===== src/rtl/mux_n_1_stream_if.sv =====
// Stream bus for the N:1 mux: N input channels plus one registered output.
// slave is the mux side, master is the producer/consumer side.
interface mux_n_1_stream_if #(
  parameter int WIDTH = 8,
  parameter int N     = 4,
  parameter int SEL_W = 2
);
  logic [N*WIDTH-1:0] in_data;
  logic [N-1:0]       in_valid;
  logic [N-1:0]       in_ready;
  logic [SEL_W-1:0]   sel;
  logic               mode;
  logic [WIDTH-1:0]   out_data;
  logic               out_valid;
  logic               out_ready;
  logic [SEL_W-1:0]   out_ch;

  modport slave (
    input  in_data, in_valid, sel, mode, out_ready,
    output in_ready, out_data, out_valid, out_ch
  );
  modport master (
    output in_data, in_valid, sel, mode, out_ready,
    input  in_ready, out_data, out_valid, out_ch
  );
endinterface


===== src/rtl/mux_n_1_stream.sv =====
// N:1 stream mux with a single output register stage; manual select or
// round-robin arbitration, full 1 word/cycle throughput.
module mux_n_1_stream #(
  parameter int WIDTH = 8,
  parameter int N     = 4,
  parameter int SEL_W = 2
) (
  input  logic                clk,
  input  logic                rst_n,
  mux_n_1_stream_if.slave     bus
);

  logic [WIDTH-1:0] out_data_q, out_data_d;
  logic [SEL_W-1:0] out_ch_q, out_ch_d;
  logic             out_valid_q, out_valid_d;
  logic [SEL_W-1:0] ptr_q, ptr_d;

  logic             slot_open;
  logic             chosen;
  logic [SEL_W-1:0] c;
  logic [WIDTH-1:0] c_data;
  logic             c_valid;
  logic             load;

  assign slot_open = ~out_valid_q | bus.out_ready;

  // Round-robin scan starts just past ptr, so ptr itself has lowest priority.
  always_comb begin
    int idx;
    idx    = 0;
    chosen = 1'b0;
    c      = '0;
    if (!bus.mode) begin
      if (int'(bus.sel) < N) begin
        chosen = 1'b1;
        c      = bus.sel;
      end
    end else begin
      for (int k = 1; k <= N; k++) begin
        idx = int'(ptr_q) + k;
        if (idx >= N) idx = idx - N;
        if (!chosen && bus.in_valid[idx]) begin
          chosen = 1'b1;
          c      = SEL_W'(idx);
        end
      end
    end
  end

  always_comb begin
    c_data  = '0;
    c_valid = 1'b0;
    for (int i = 0; i < N; i++) begin
      if (c == SEL_W'(i)) begin
        c_data  = bus.in_data[i*WIDTH +: WIDTH];
        c_valid = bus.in_valid[i];
      end
    end
  end

  assign load = slot_open & chosen & c_valid;

  for (genvar i = 0; i < N; i++) begin : g_rdy
    assign bus.in_ready[i] = rst_n & slot_open & chosen & (c == SEL_W'(i));
  end

  always_comb begin
    out_valid_d = out_valid_q;
    out_data_d  = out_data_q;
    out_ch_d    = out_ch_q;
    ptr_d       = ptr_q;
    if (load) begin
      out_valid_d = 1'b1;
      out_data_d  = c_data;
      out_ch_d    = c;
      ptr_d       = c;
    end else if (out_valid_q && bus.out_ready) begin
      out_valid_d = 1'b0;
    end
  end

  always_ff @(posedge clk) begin
    if (!rst_n) begin
      out_valid_q <= 1'b0;
      out_data_q  <= '0;
      out_ch_q    <= '0;
      ptr_q       <= SEL_W'(N-1);
    end else begin
      out_valid_q <= out_valid_d;
      out_data_q  <= out_data_d;
      out_ch_q    <= out_ch_d;
      ptr_q       <= ptr_d;
    end
  end

  assign bus.out_data  = out_data_q;
  assign bus.out_valid = out_valid_q;
  assign bus.out_ch    = out_ch_q;

endmodule


===== src/flat_wrapper.sv =====
// flat-port wrapper written by rule: the top's interface ports become plain ports
module mux_n_1_stream_flat 
#(
  parameter int WIDTH = 8,
  parameter int N     = 4,
  parameter int SEL_W = 2
)
  (clk, rst_n, bus_in_data, bus_in_valid, bus_sel, bus_mode, bus_out_ready, bus_in_ready, bus_out_data, bus_out_valid, bus_out_ch);
  mux_n_1_stream_if #(.WIDTH(WIDTH), .N(N), .SEL_W(SEL_W)) bus_i ();
  input  logic clk;
  input  logic rst_n;
  input wire logic [$bits(bus_i.in_data)-1:0] bus_in_data;
  input wire logic [$bits(bus_i.in_valid)-1:0] bus_in_valid;
  input wire logic [$bits(bus_i.sel)-1:0] bus_sel;
  input wire logic [$bits(bus_i.mode)-1:0] bus_mode;
  input wire logic [$bits(bus_i.out_ready)-1:0] bus_out_ready;
  output wire logic [$bits(bus_i.in_ready)-1:0] bus_in_ready;
  output wire logic [$bits(bus_i.out_data)-1:0] bus_out_data;
  output wire logic [$bits(bus_i.out_valid)-1:0] bus_out_valid;
  output wire logic [$bits(bus_i.out_ch)-1:0] bus_out_ch;
  assign bus_i.in_data = bus_in_data;
  assign bus_i.in_valid = bus_in_valid;
  assign bus_i.sel = bus_sel;
  assign bus_i.mode = bus_mode;
  assign bus_i.out_ready = bus_out_ready;
  assign bus_in_ready = bus_i.in_ready;
  assign bus_out_data = bus_i.out_data;
  assign bus_out_valid = bus_i.out_valid;
  assign bus_out_ch = bus_i.out_ch;
  mux_n_1_stream #(.WIDTH(WIDTH), .N(N), .SEL_W(SEL_W)) u_core (.clk(clk), .rst_n(rst_n), .bus(bus_i));
endmodule

===== config.mk =====
export PLATFORM = sky130hd
export DESIGN_NAME = mux_n_1_stream_flat
export DESIGN_NICKNAME = d
export VERILOG_FILES = /design/src/rtl/mux_n_1_stream_if.sv /design/src/rtl/mux_n_1_stream.sv /design/src/flat_wrapper.sv
export SDC_FILE = /design/constraint.sdc
export NUM_CORES = 1
export LEC_CHECK = 0
export BUFFER_PORTS_ARGS = -buffer_cell sky130_fd_sc_hd__buf_2
export CAP_MARGIN = 30
export CORE_MARGIN = 10
export CORE_UTILIZATION = 48
export DETAILED_ROUTE_END_ITERATION = 8
export PLACE_DENSITY = 0.8
export SLEW_MARGIN = 30
export SYNTH_ARGS = -nofsm -noshare
export SYNTH_HDL_FRONTEND = slang
export SYNTH_SLANG_ARGS = --single-unit

===== constraint.sdc =====
create_clock -name clk -period 2.8 [get_ports clk]
set_input_delay 0.56 -clock clk [delete_from_list [all_inputs] [get_ports clk]]
set_output_delay 0.56 -clock clk [all_outputs]
set_load 0.01 [all_outputs]

; Word level (Yosys, flattened, before mapping)
; Cells that the tools add are included.
; Widths: inputs -> output; s select.
[word_totals]
word_cells = 85
output_inout_bits = 15
register_bits = 13
inputBits = 42
[classes]
eq_ne = 3
n_bitwise = 10
n_reduce_logical = 9
magnitude_cmp = 8
add_sub_neg = 8
mux = 43
[ops]
columns = operator, n
row1 = $mux 32, 8
row2 = $ge 32x4->1 const B, 4
row3 = $lt 32x4->1 const B, 4
row4 = $sub 32x4->32 const B, 4
row5 = $mux 8, 4
row6 = $mux 1, 22
row7 = $mux 2, 5
row8 = $and 1x1->1, 8
row9 = $bmux 1 s2, 4
row10 = $add 2x2->3 const B, 2
row11 = $add 2x3->4 const B, 1
row12 = $eq 2x2->1 const B, 2
row13 = $logic_and 1x1->1, 4
row14 = $add 2x1->3 const B, 1
row15 = $logic_not 1->1, 3
row16 = $eq 2x1->1 const B, 1
row17 = $logic_not 2->1, 1
row18 = $reduce_bool 2->1, 1
row19 = $not 1->1, 1
row20 = $or 1x1->1, 1

; Longest topological paths before layout
[depth]
depth_word = 28
ltp_mapped = 8
mapped_depth_nobuf = 6

; Worst setup path before layout
; Ideal clock, no wire load.
[synth_path]
kind = input to output
start = input port bus_in_valid[3]
end = output port bus_in_ready[0]
required_time_ps = 2240
cell_stages = 8
path_buffers = 2
t_arrival_ps = 1955
slack_ps = 285
cell_sequence = buf_2 -> a21boi_1 -> o22a_1 -> o21a_2 -> nor2_1 -> clkbuf_1 -> nand3_1 -> nor2_1
[synth_between]
elab_chain_len = 19
word_cells_on_any_way = 34
cone_classes = 25 x mux / 2 x bitwise / 7 x reduce/logical
[synth_rtl]
columns = item, line
row1 = start: declaration, flat_wrapper.sv:13  ; input wire logic [$bits(bus_i.in_valid)-1:0] bus_in_valid;
row2 = $bmux 1 s2, mux_n_1_stream.sv:42  ; if (!chosen && bus.in_valid[idx]) begin
row3 = $mux 1 (implied by the code) (2 in series), mux_n_1_stream.sv:42
row4 = $mux 1, mux_n_1_stream.sv:42
row5 = $mux 1, mux_n_1_stream.sv:33  ; if (!bus.mode) begin
row6 = $logic_not 1->1, mux_n_1_stream.sv:42
row7 = $logic_and 1x1->1, mux_n_1_stream.sv:42
row8 = $mux 1, mux_n_1_stream.sv:42
row9 = $mux 1, mux_n_1_stream.sv:33
row10 = (+2 left out), -
row11 = $mux 1, mux_n_1_stream.sv:42
row12 = $mux 1, mux_n_1_stream.sv:33
row13 = $logic_not 1->1, mux_n_1_stream.sv:42
row14 = $logic_and 1x1->1, mux_n_1_stream.sv:42
row15 = $mux 1 / $mux 2 (equally long branches), mux_n_1_stream.sv:42
row16 = $mux 1 / $mux 2 (equally long branches), mux_n_1_stream.sv:33
row17 = $and 1x1->1 / $logic_not 2->1 (equally long branches), mux_n_1_stream.sv:64  ; assign bus.in_ready[i] = rst_n & slot_open & chosen & (c == SEL_W'(i));
row18 = $and 1x1->1 (*), mux_n_1_stream.sv:64
row19 = end: declaration, flat_wrapper.sv:17  ; output wire logic [$bits(bus_i.in_ready)-1:0] bus_in_ready;
; Every way passes the cells marked *; elsewhere a longest branch is shown, timed or not. The select of a mux whose other input is x is not followed.

; Final worst setup path
[layout_path]
start = input port bus_in_valid[1]
end = output port bus_in_ready[1]
[layout_between]
elab_chain_len = 19
word_cells_on_any_way = 34
cone_classes = 1 x eq/ne / 25 x mux / 2 x bitwise / 6 x reduce/logical
[layout_rtl]
columns = item, line
row1 = $bmux 1 s2, mux_n_1_stream.sv:42
row2 = $mux 1 (implied by the code) (2 in series), mux_n_1_stream.sv:42
row3 = $mux 1, mux_n_1_stream.sv:42
row4 = $mux 1, mux_n_1_stream.sv:33
row5 = $logic_not 1->1, mux_n_1_stream.sv:42
row6 = $logic_and 1x1->1, mux_n_1_stream.sv:42
row7 = $mux 1, mux_n_1_stream.sv:42
row8 = $mux 1, mux_n_1_stream.sv:33
row9 = (+2 left out), -
row10 = $mux 1, mux_n_1_stream.sv:42
row11 = $mux 1, mux_n_1_stream.sv:33
row12 = $logic_not 1->1, mux_n_1_stream.sv:42
row13 = $logic_and 1x1->1, mux_n_1_stream.sv:42
row14 = $mux 2 / $mux 1 (equally long branches), mux_n_1_stream.sv:42
row15 = $mux 2 / $mux 1 (equally long branches), mux_n_1_stream.sv:33
row16 = $eq 2x1->1 / $and 1x1->1 (equally long branches), mux_n_1_stream.sv:64
row17 = $and 1x1->1 (*), mux_n_1_stream.sv:64
; Marked as above.

==> run_results.csv <==
group,metric,value,unit
finish,layout_commonest_cell,"buf_2",
floorplanning,core,2710,um^2
synthesis,synth_warnings,0,
floorplanning,start_util,49.5,%
global_route,antenna_found_initial,0,
finish,register_area,263,um^2
cts,clock_latency,0.28,ns
sta,max_freq,0.388,GHz
cts,root_buffer,"clkbuf_4",
run_status,run_status,"finished, final reports clean",
cts,clkSlewWorstSetupHoldPaths,0.09,ns
global_route,grt_usage,16.1,%
cts,htreeDepth,1,
synthesis,synthDistinctLibCells,47,
placement,port_buffers,56,
cts,hold_buffers,0,
job,cap_violations,0,
global_route,overflow,0,
synthesis,synthCells,156,
synthesis,ys.flop_type,"dfxtp_1",
power_and_ir_drop,leakage,0.750,nW
routing,num_vias,1556,
sta,fin_setup_tns,0,ns
synthesis,synth_edf_count,0,
finish,nets,252,
routing,drtAntennaViolNets,0,
finish,layout_common_cells,"56 x buf_2, 17 x a211oi_1, 16 x a21boi_0",
finish,fillCellCount,247,
finish,area_growth,25.1,%
cts,cts_buffers,3,
global_route,grt_pass1_vias,1608,
sta,relSlewSlack,65.2,%
synthesis,synth_area_leaders,"dfxtp_1 19%, a211oi_1 9.5%, a21boi_0 8.9%, o41ai_2 8.5%, a221o_1 7.5%",
floorplanning,die_w,72.9,um
synthesis,synth-compound-area-share,56.3,%
synthesis,yosys_register_bits,13,
worst_setup_path,cp-start-kind,"input port",
floorplanning,pin_count,57,
sta,rsz0062_at_grt,"false",
synthesis,yosys.area.top_type,"dfxtp_1",
synthesis,synth_top_cell_area_share,19.4,%
power_and_ir_drop,peakVddDrop,0.000339,V
cts,clock_sinks,13,
hold_path,hold_class,"register to register",
synthesis,synth_fp_nets,198,
synthesis,synthArstFlopShare,0,%
finish,drive_above_1_share,42.1,%
cts,clock_path_buffers,2,
finish,antenna-diode-count,0,
routing,vias_per_cell,6.48,
synthesis,synthMuxAreaShare,0.746,%
worst_setup_path,endpoint_kind,"primary output",
routing,drcViolationCount,0,
sta,clock_skew,0.00124,ns
finish,multi_input_area,992,um^2
synthesis,avgSynthCellArea,8.61,um^2
power_and_ir_drop,power.density,501,nW/um^2
cts,cts_setup_buffers,0,
synthesis,syn_area,1340,um^2
synthesis,synthAdderAreaFrac,0,%
worst_setup_path,worstPathRequired,2.24,ns
sta,tightest_slew,0.522,ns
global_route,grt_pass1_wl,7230,um
floorplanning,row_count,19,
routing,firstDrtPassIters,4,
routing,drtIter0Drc,104,
sta,setup_viol,0,
routing,wl_per_cell,18.4,um
global_route,grt_max_degree,19,
finish,final_util,62.0,%
cts,cts_tree,"done",
placement,gp_congestion,0.833,
placement,hpwl,3530,um
worst_setup_path,critPathArrivalTime,2.02,ns
floorplanning,dieArea,5310,um^2
sta,fin_crit,2.58,ns
synthesis,synth_top_family_by_area,"compound AO/OA/AOI/OAI gates",
routing,totalWireLength,4430,um
synthesis,synth_xor_area_share,0,%
worst_setup_path,worstPathMaxFanout,7,
worst_setup_path,worstSetupPathType,"input port to primary output",
floorplanning,die_h,72.9,um
sta,fin_crit_sh,92.0,%
sta,report.final.hold_viol_count,0,
synthesis,synthSimpleGateAreaFrac,16.7,%
synthesis,synth-seq-area-share,19.4,%
sta,drv_slew,0,
[critical path, cell delays in order]
cell       delay, ns
buf_2           0.14
nand4bb_2       0.28
a211o_1         0.32
a221oi_4        0.31
nor2_1          0.09
nand3_1         0.12
nor2_1          0.04
buf_2           0.15
[cell families after synthesis]
family          Yosys count
compound gates           81
simple gates             41
buf+inv                  20
flops                    13
mux                       1
[cell usage after synthesis (2+ instances only)]
| library cell | count |
|---|---|
| a21oi_1 | 3 |
| nand2_1 | 13 |
| nor2b_1 | 3 |
| clkbuf_1 | 8 |
| a221o_1 | 10 |
| nand2b_1 | 4 |
| inv_1 | 4 |
| a21o_1 | 2 |
| a211oi_1 | 17 |
| nor3_1 | 2 |
| buf_2 | 5 |
| o221ai_1 | 2 |
| nand3_1 | 4 |
| a21boi_0 | 16 |
| o211ai_1 | 4 |
| nor2_1 | 9 |
| dfxtp_1 | 13 |
| o211a_1 | 2 |
| o41ai_2 | 7 |
[per-layer routing]
layer	global-route usage [%]	vias up	part of all wire [%]
li1	-	737	-
met1	17.5	751	40
met2	29.5	61	51
met3	4.49	7	7.6
met4	4.43	0	1.1
met5	0	-	0
[sequential cells by signal, indices dropped and copies added, names as in the netlist]
register / flops
u_core.bus.out_ch: 2
u_core.bus.out_data: 8
u_core.ptr_q: 2
u_core.bus.out_valid: 1
[power by group]
part | internal, W | leakage (nW) | switching (W)
combinational | 0.000189 | 0.629 | 0.000264
clock | 0.0000554 | 0.0150 | 0.0000701
sequential | 0.000223 | 0.107 | 0.0000387
[through the flow]
stage | hold slack [ns] | instance area [um^2] | cells | worst slack, ns | total power [W]
after floorplan | 0.502 | 1340 | 156 | 0.285 | 0.000574
after global placement | 0.498 | 1650 | 236 | 0.262 | 0.000694
after detailed placement | 0.489 | 1650 | 236 | 0.196 | 0.000713
after CTS | 0.502 | 1670 | 240 | 0.0711 | 0.000834
after global routing | 0.521 | 1680 | 240 | 0.0458 | 0.000891
final | 0.509 | 1680 | 240 | 0.225 | 0.000841
[path summary, 6_finish.rpt]
check                                         endpoint  slack (ns)                 start  cells after the start
worst max-delay path                   bus_in_ready[1]        0.22       bus_in_valid[1]                      8
worst min-delay path              u_core.bus.out_ch[0]        0.51  u_core.bus.out_ch[0]                      2
worst max register to register  u_core.bus.out_data[7]        0.49       u_core.ptr_q[1]                      7
worst min register to register    u_core.bus.out_ch[0]        0.51  u_core.bus.out_ch[0]                      2
[layout make-up]
class | count | area share [%]
clock buffers | 4 | 1.56
well taps | 31 | 2.31
multi-input cells | 123 | 59.1
inverters | 5 | 1.12
flip-flops and latches | 13 | 15.6
repair buffers | 64 | 20.3
[repair_timing]
item | in CTS | in global routing
endpoints found under the setup margin | 0 | 4
resized for setup | 0 | 3
endpoints found under the hold margin | 0 | 0
Note: power is estimated with default switching activity, not from simulation.
